--- config.mk ---
export PLATFORM = sky130hd
export DESIGN_NAME = clock_mode_ctrl
export DESIGN_NICKNAME = d
export VERILOG_FILES = /design/src/rtl/clock_mode_ctrl.sv
export SDC_FILE = /design/constraint.sdc
export NUM_CORES = 1
export LEC_CHECK = 0
export ABC_AREA = 0
export CAP_MARGIN = 10
export CORE_MARGIN = 3
export CORE_UTILIZATION = 50
export DETAILED_ROUTE_END_ITERATION = 8
export GPL_TIMING_DRIVEN = 0
export PLACE_DENSITY_LB_ADDON = 0.08
export SLEW_MARGIN = 20
export SYNTH_ARGS = -nofsm -noshare
export SYNTH_HDL_FRONTEND = slang
export SYNTH_SLANG_ARGS = --single-unit
--- constraint.sdc ---
create_clock -name clk -period 3.5 [get_ports clk]
set_input_delay 0.7 -clock clk [delete_from_list [all_inputs] [get_ports clk]]
set_output_delay 0.7 -clock clk [all_outputs]
set_load 0.01 [all_outputs]
--- src/rtl/clock_mode_ctrl.sv ---
// Front-panel controller for the digital clock: run/time-set/alarm-set mode FSM,
// key synchronisation, edit value and load strobes, and alarm ring control.
module clock_mode_ctrl #(
   parameter int unsigned RING_SECS   = 30,
   parameter int unsigned SYNC_STAGES = 2
) (
   input  logic       clk,
   input  logic       rst_n,
   input  logic       tick_1s,
   input  logic       key_mode,
   input  logic       key_inc,
   input  logic       key_ok,
   input  logic       alarm_en,
   input  logic [5:0] cur_hour,
   input  logic [5:0] cur_min,
   input  logic [5:0] alm_hour,
   input  logic [5:0] alm_min,
   output logic [5:0] set_x,
   output logic       hour_set,
   output logic       min_set,
   output logic [2:0] alarm_set,
   output logic [2:0] mode,
   output logic       blink,
   output logic       ring
);
   localparam int unsigned VW      = 6;
   localparam int unsigned CW      = 6;
   localparam int unsigned KN      = 3;
   localparam int unsigned EV_MODE = 0;
   localparam int unsigned EV_INC  = 1;
   localparam int unsigned EV_OK   = 2;
   localparam logic [VW-1:0] HOUR_MAX = VW'(23);
   localparam logic [VW-1:0] MIN_MAX  = VW'(59);

   typedef enum logic [2:0] {
      RUN   = 3'd0,
      SET_H = 3'd1,
      SET_M = 3'd2,
      ALM_H = 3'd3,
      ALM_M = 3'd4
   } state_t;

   state_t                          state, state_nx;
   logic [SYNC_STAGES-1:0][KN-1:0]  sync_q;
   logic [KN-1:0]                   key_prev;
   logic [KN-1:0]                   key_evt_c;
   logic [VW-1:0]                   edit_val, edit_nx, set_x_nx;
   logic [CW-1:0]                   ring_cnt, cnt_nx;
   logic                            fired, fired_nx, ring_nx, blink_nx;
   logic                            hour_set_nx, min_set_nx, alm_stb_nx, inc_hit;
   logic [1:0]                      alm_fld_nx;
   logic [2:0]                      alarm_set_nx;
   logic                            trigger_c;

   // Key synchroniser chain and rising-edge detect; bit order {ok, inc, mode}
   always_ff @(posedge clk or negedge rst_n) begin
      if (!rst_n) begin
         sync_q   <= '0;
         key_prev <= '0;
      end else begin
         if (SYNC_STAGES > 1) sync_q <= {sync_q[SYNC_STAGES-2:0], {key_ok, key_inc, key_mode}};
         else                 sync_q <= {key_ok, key_inc, key_mode};
         key_prev <= sync_q[SYNC_STAGES-1];
      end
   end

   assign key_evt_c = sync_q[SYNC_STAGES-1] & ~key_prev;

   assign trigger_c = tick_1s && alarm_en && !fired &&
                      (state inside {RUN, SET_H, SET_M}) &&
                      (cur_hour == alm_hour) && (cur_min == alm_min);

   always_ff @(posedge clk or negedge rst_n) begin
      if (!rst_n) begin
         state     <= RUN;
         edit_val  <= '0;
         set_x     <= '0;
         hour_set  <= 1'b0;
         min_set   <= 1'b0;
         alarm_set <= '0;
         blink     <= 1'b0;
         ring      <= 1'b0;
         fired     <= 1'b0;
         ring_cnt  <= '0;
      end else begin
         state     <= state_nx;
         edit_val  <= edit_nx;
         set_x     <= set_x_nx;
         hour_set  <= hour_set_nx;
         min_set   <= min_set_nx;
         alarm_set <= alarm_set_nx;
         blink     <= blink_nx;
         ring      <= ring_nx;
         fired     <= fired_nx;
         ring_cnt  <= cnt_nx;
      end
   end

   assign mode = 3'(state);

   always_comb begin
      state_nx     = state;
      edit_nx      = edit_val;
      hour_set_nx  = 1'b0;
      min_set_nx   = 1'b0;
      alm_stb_nx   = 1'b0;
      alm_fld_nx   = 2'b00;
      inc_hit      = 1'b0;
      blink_nx     = blink;
      ring_nx      = ring;
      fired_nx     = fired;
      cnt_nx       = ring_cnt;
      alarm_set_nx = 3'b000;

      // Event arbitration: mode over ok over inc; losers are dropped
      if (!(state inside {RUN, SET_H, SET_M, ALM_H, ALM_M})) begin
         state_nx = RUN;
      end else if (key_evt_c[EV_MODE]) begin
         case (state)
            RUN:     begin state_nx = SET_H; edit_nx = cur_hour; end
            SET_H:   begin state_nx = SET_M; edit_nx = cur_min;  end
            SET_M:   begin state_nx = ALM_H; edit_nx = alm_hour; end
            ALM_H:   begin state_nx = ALM_M; edit_nx = alm_min;  end
            default: state_nx = RUN;
         endcase
      end else if (key_evt_c[EV_OK]) begin
         case (state)
            SET_H:   begin hour_set_nx = 1'b1; state_nx = SET_M; edit_nx = cur_min; end
            SET_M:   begin min_set_nx = 1'b1; state_nx = RUN; end
            ALM_H:   begin
               alm_stb_nx = 1'b1; alm_fld_nx = 2'b01; state_nx = ALM_M; edit_nx = alm_min;
            end
            ALM_M:   begin alm_stb_nx = 1'b1; alm_fld_nx = 2'b10; state_nx = RUN; end
            default: state_nx = RUN;
         endcase
      end else if (key_evt_c[EV_INC]) begin
         case (state)
            SET_H, ALM_H: begin
               inc_hit = 1'b1;
               edit_nx = (edit_val >= HOUR_MAX) ? '0 : edit_val + VW'(1);
            end
            SET_M, ALM_M: begin
               inc_hit = 1'b1;
               edit_nx = (edit_val >= MIN_MAX) ? '0 : edit_val + VW'(1);
            end
            default: state_nx = RUN;
         endcase
      end

      // Strobe cycle keeps the value being loaded on set_x
      set_x_nx = (hour_set_nx || min_set_nx || alm_stb_nx) ? edit_val : edit_nx;

      if (alm_stb_nx)          alarm_set_nx = {1'b1, alm_fld_nx};
      else if (state_nx == ALM_H) alarm_set_nx = 3'b001;
      else if (state_nx == ALM_M) alarm_set_nx = 3'b010;

      if ((state_nx != state) || inc_hit) blink_nx = 1'b0;
      else if (state == RUN)              blink_nx = 1'b0;
      else if (tick_1s)                   blink_nx = ~blink;

      // Ring countdown, silence on any key or enable drop, re-arm on minute change
      if (ring) begin
         if (ring_cnt == '0) ring_nx = 1'b0;
         else if (tick_1s)   cnt_nx  = ring_cnt - CW'(1);
      end
      if ((|key_evt_c) || !alarm_en) ring_nx = 1'b0;
      if (cur_min != alm_min)        fired_nx = 1'b0;
      if (trigger_c) begin
         ring_nx  = 1'b1;
         fired_nx = 1'b1;
         cnt_nx   = CW'(RING_SECS);
      end
   end

endmodule

* Word level (Yosys, flattened, before mapping)
Cells that the tools add are included.
** Cells by class
- Add/sub/neg operators :: 2
- $lt $le $gt $ge :: 2
- Equal/unequal tests :: 11
- Bitwise logic cells :: 3
- Muxes and demuxes :: 54
- Reduce and logical (&&, ||, !) cells :: 25
** Operator list (number)
- $mux W6 :: 11
- $mux W1 :: 26
- $pmux W6 S2 :: 2
- $pmux W6 S4 :: 1
- $mux W3 :: 6
- $eq A6 B6 Y1 :: 2
- $pmux W3 S4 :: 1
- $mux W2 :: 5
- $eq A3 B2 Y1 const B :: 3
- $add A6 B1 Y6 const B :: 1
- $eq A3 B3 Y1 const B :: 2
- $ge A6 B5 Y1 const B :: 1
- $ge A6 B6 Y1 const B :: 1
- $logic_not A6 Y1 :: 1
- $ne A6 B6 Y1 :: 1
- $pmux W3 S2 :: 1
- $reduce_bool A2 Y1 :: 3
- $reduce_bool A3 Y1 :: 2
- $reduce_or A2 Y1 :: 3
- $sub A6 B1 Y6 const B :: 1
- $logic_and A1 B1 Y1 :: 5
- $reduce_bool A5 Y1 :: 1
- $logic_or A1 B1 Y1 :: 4
- $pmux W2 S2 :: 1
- 11 further kinds :: 12
** Storage, ports and cells
- Output and inout port bits :: 16
- Input bits :: 31
- Word-level logic and storage cells :: 110
- Flip-flop bits (word level) :: 38

* Logic depth before layout (Yosys ltp)
- Word-level depth :: 11
- Mapped depth :: 8
- Mapped depth without buffers :: 7

* Worst setup path after synthesis
No wires, ideal clock.
- Kind :: flip-flop to flip-flop
- From :: register edit_val[0]
- To :: register set_x[0]
- Period minus slack after synthesis :: 1.899 ns
- Data arrival time :: 1.809 ns
- Cell stages (with the launch flop) :: 7
- Library setup time :: 0.090 ns
- Required time :: 3.410 ns
- Path slack :: 1.601 ns
- Path buffers :: 0
- Cell sequence :: dfrtp_1 > ha_1 > o2111a_1 > or3_1 > a211oi_1 > o31ai_1 > o221ai_1
** Between the ends
- Cells in the longest elaborated chain, start to end :: 8
- Elaborated cells on any way between the ends :: 13
- Classes of those cells :: 1 x add/sub; 2 x order compare; 10 x mux
** Ends and longest elaborated chain
- start: declaration :: RTL line 47 : logic [VW-1:0] edit_val, edit_nx, set_x_nx;
- start signal: assignment :: RTL line 87 : edit_val <= edit_nx;
- $add A6 B1 Y6 (tied with other cells) :: RTL line 140, 144
- $mux W6 (on tied branches) :: RTL line 144, 140
- $pmux W6 S2 :: RTL line 137 : case (state)
- $mux W6 :: RTL line 136 : end else if (key_evt_c[EV_INC]) begin
- $mux W6 :: RTL line 126 : end else if (key_evt_c[EV_OK]) begin
- $mux W6 :: RTL line 118 : end else if (key_evt_c[EV_MODE]) begin
- $mux W6 :: RTL line 116 : if (!(state inside {RUN, SET_H, SET_M, ALM_H, ALM_M})) begin
- $mux W6 * :: RTL line 151 : set_x_nx = (hour_set_nx || min_set_nx || alm_stb_nx) ? edit_val : edit_nx;
- net set_x_nx[0] :: RTL line 47
- end signal: assignment :: RTL line 88 : set_x <= set_x_nx;
- end: declaration :: RTL line 18 : output logic [5:0] set_x,
Mark *: on every way through the listed nets, which the timed path passes. The rest lies on a longest branch.
A chain may end at the register's enable or synchronous reset.

* Worst setup path in the final report
- From :: input port tick_1s
- To :: register ring_cnt[1]
** Between the ends
- Cells in the longest elaborated chain, start to end :: 7
- Elaborated cells on any way between the ends :: 10
- Classes of those cells :: 1 x eq/ne; 1 x mux; 8 x reduce/logical
** Ends and longest elaborated chain
- start: declaration :: RTL line 9 : input logic tick_1s,
- $logic_and A1 B1 Y1 (3 in series) :: RTL line 69 : assign trigger_c = tick_1s && alarm_en && !fired &&
- $logic_and A1 B1 Y1 :: RTL line 70 : (state inside {RUN, SET_H, SET_M}) &&
- $logic_and A1 B1 Y1 :: RTL line 71 : (cur_hour == alm_hour) && (cur_min == alm_min);
- $ne A2 B2 Y1 (no line) or $reduce_bool A2 Y1 (tied branches)
- $reduce_and A3 Y1 (no line)
- end signal: assignment :: RTL line 95 : ring_cnt <= cnt_nx;
- end: declaration :: RTL line 48 : logic [CW-1:0] ring_cnt, cnt_nx;
Several ways; a longest one is shown, not always the timed one.

==> metrics.md <==
| Metric | Value |
|---|---|
| Die area | 5420 µm² |
| First-pass GRT wire length | 9.83 mm |
| Global placer's final weighted congestion | 0.932 |
| Die height | around 74 µm |
| Main synth FF type | dfrtp_1 |
| Setup Skew | 0.00761 ns |
| Worst EP arrival | between 2 and 2.5 ns |
| Core ar. | roughly 4200 µm² |
| Total CTS buffers | 5 |
| Mapped Nets | 274 |
| Sequential share of the synthesized area | 41.6% |
| Number of max-cap violations | 0 |
| Synthesized area | 2290 µm² |
| Vias/cell | 5.96 |
| Router iterations before antenna repair | 5 |
| Antenna Nets Post-Route | 0 |
| Layout cells sized above 1 | under 10% |
| R2r startpoint | edit_val[0] |
| HP Class | in -> async |
| DRC | 0 |
| Routed WL | just under 6 mm |
| Maximum VDD drop | 0.364 mV |
| Seq pwr share | 33.6% |
| Relative slew slack | 57.4% |
| Placed wire-length estimate | 4.51 mm |
| Filler cell count | 340 |
| Critical path class | in -> reg |
| Setup TNS | 0 ns |
| Power Internal | 1.13 mW |
| Number of diodes | 0 |
| Number of global-route vias before repair | 2043 |
| Resized Gates After CTS | 0 |
| Period utilization | 62.7% |
| Worst slew pin tran | 0.634 ns |
| Worst-path clk slew | 0.08 ns |
| Starting density of the core | 54.4% |
| Switching pwr | 0.675 mW |
| Commonest non-fill, non-tap cell in the layout | clkdlybuf4s50_1 |
| GRT Util Overall | 24.0% |
| YS warnings | 0 |
| CP Capture Type | register |
| H-tree depth | 2 |
| GRT Residual Overflow | 0 |
| RSZ-0062 raised after global routing | false |
| Logic pwr share | between 40% and 50% |
| Final setup viols | 0 |
| Overall power | 1.81 mW |
| Mapped Cells | between 200 and 250 |
| FF+latch count, synth | 38 |
| Crit-path max FO | 5 |
| Total number of vias | 2057 |
| Final hold viol count | 0 |
| Clock tree buffer depth | 2 |
| Iteration-0 DRC Markers | 285 |
| P_leak | 1.18 nW |
| Die W | between 70 and 80 µm |
| WL/cell | 16.9 µm |
| Num ports | 47 |
| Register-to-Register Path Depth | 6 |
| Synth cell types | between 40 and 50 |
| Multi-input gate area | 1260 µm² |
| Clock insertion delay at the later pin of the skew report | 0.30 ns |
| Run status | finished, final reports clean |
| Reg area | 951 µm² |
| Setup Buffers After CTS | 0 |
| Sinks on Clock Net | 38 |
| Core Rows | 23 |
| I/O Buffers | 46 |
| Post-DP Area | roughly 2800 µm² |
| Post-synth EDFFs | 0 |
| Synth Area per Inst | roughly 9.5 µm² |
| Commonest non-fill, non-tap cells in the layout | clkdlybuf4s50_1 (45), dfrtp_1 (38), nand2_1 (30) |
| PD cells | 615 nW/µm² |
| CP Launch Type | primary input |
| CP endpoint | ring_cnt[1] |
| P&R area growth vs syn | 28.5% |
| CP startpoint | tick_1s |
| Fmax achieved | 456 MHz |
| Final min period | 2.19 ns |
| Final layout net count | 328 |
| Reg2Reg Setup Slack | 1.34 ns |
| Reg2Reg Capture Point | set_x[0] |
| Clk pwr share | 20.8% |
| CP Data Required Time | 3.71 ns |
| Initial antenna violation count | 0 |
| Fin area | 2940 µm² |
| CTS tree | yes |
| Root buf cell | clkbuf_8 |
| Fin util | between 60 and 70% |
| Async SR Flop Fraction | 100% |
| Post-CTS Hold Buffers | 0 |
| Final Slew Violations | 0 |
| Net Sw Frac | between 30 and 40% |
| Largest net degree at the start of global routing | 28 |
## power groups by stage
stage	Sequential [mW]	Combinational, mW	Clock [mW]
after global routing	0.618	0.911	0.397
after floorplan	0.625	0.503	0
final	0.607	0.826	0.375
after detailed placement	0.617	0.814	0
after global placement	0.613	0.808	0
after CTS	0.607	0.816	0.382
## worst max-delay path: stages
cell and delay (ns):
clkdlybuf4s50_1 0.56, nand4_1 0.14, nor4_1 0.60, nand2_1 0.26, o211ai_1 0.14
## flip-flops by register name, indices dropped and copies added (netlist names)
name       cells
hour_set       1
edit_val       6
min_set        1
fired          1
ring           1
set_x          6
sync_q         6
blink          1
alarm_set      3
mode           3
ring_cnt       6
key_prev       3
## Yosys cell counts (2+ instances only)
library cell / count / area, µm²
dfrtp_1: 38 / 951
nand2_1: 30 / 113
xnor2_1: 17 / 149
a21oi_1: 16 / 80.1
nor2_1: 14 / 52.6
mux2i_1: 8 / 80.1
nand2b_1: 7 / 43.8
nand3_1: 7 / 35.0
nand4_1: 7 / 43.8
clkbuf_1: 6 / 22.5
nor3_1: 6 / 30.0
nor4_1: 6 / 37.5
o21ai_0: 6 / 30.0
inv_1: 5 / 18.8
nor2b_1: 5 / 31.3
o211ai_1: 5 / 37.5
buf_2: 4 / 20.0
mux2_2: 4 / 45.0
xor2_1: 4 / 35.0
a211oi_1: 3 / 22.5
a31oi_1: 3 / 18.8
ha_1: 3 / 37.5
mux4_2: 3 / 67.6
o22ai_1: 3 / 18.8
a221oi_1: 2 / 17.5
a2bb2oi_1: 2 / 17.5
and2_1: 2 / 12.5
o311ai_0: 2 / 17.5
or3_1: 2 / 12.5
## cell families (layout without fill, tap and decap cells)
logic type                 after synthesis  in the layout  synth area share [%]
and+or+nand+nor                         94             94                  21.6
adders and majority gates                4              4                  2.08
buffers and inverters                   17             72                  3.34
muxes                                   15             15                  8.42
xor gates and xnor gates                21             21                  8.04
DFF                                     38             38                  41.6
AOI/OAI and AO/OA                       51             51                  15.0
## area by class of cell
class | instances | area share (%)
Multi-Input combinational cell | 185 | 42.9
Sequential cell | 38 | 32.4
Clock inverter | 3 | 1.53
Timing Repair Buffer | 47 | 16.2
Inverter | 5 | 0.639
Buffer | 12 | 1.96
Clock buffer | 5 | 2.34
Tap cell | 50 | 2.13
## through the flow
stage / worst slack (ns) / hold slack (ns) / std cells
2_1_floorplan: 1.60 / 0.331 / 240
3_3_place_gp: 0.845 / 0.334 / 336
3_5_place_dp: 1.02 / 0.336 / 337
4_1_cts: 1.31 / 0.280 / 345
5_1_grt: 1.07 / 0.285 / 345
6_report: 1.31 / 0.269 / 345
## routing by layer
layer | global-route usage [%] | vias to the layer above | wire length (µm)
met5 | 0 | - | 0
met4 | 7.85 | 0 | 116
met3 | 5.34 | 18 | 361
met2 | 38.0 | 94 | 2800
met1 | 32.5 | 958 | 2560
li1 | - | 987 | -
## how the worst min path moves through the flow
| stage | startpoint | endpoint | slack (ns) | depth (start not counted) |
|---|---|---|---|---|
| floorplan | sync_q[0] | sync_q[3] | 0.33 | 0 |
| global placement | sync_q[2] | sync_q[5] | 0.33 | 0 |
| detailed placement | sync_q[2] | sync_q[5] | 0.34 | 0 |
| CTS | rst_n | edit_val[4] | 0.28 | 1 |
| global route | rst_n | edit_val[4] | 0.29 | 1 |
| finish | rst_n | edit_val[4] | 0.27 | 1 |
No activity file was read; power rests on OpenSTA's default activity.
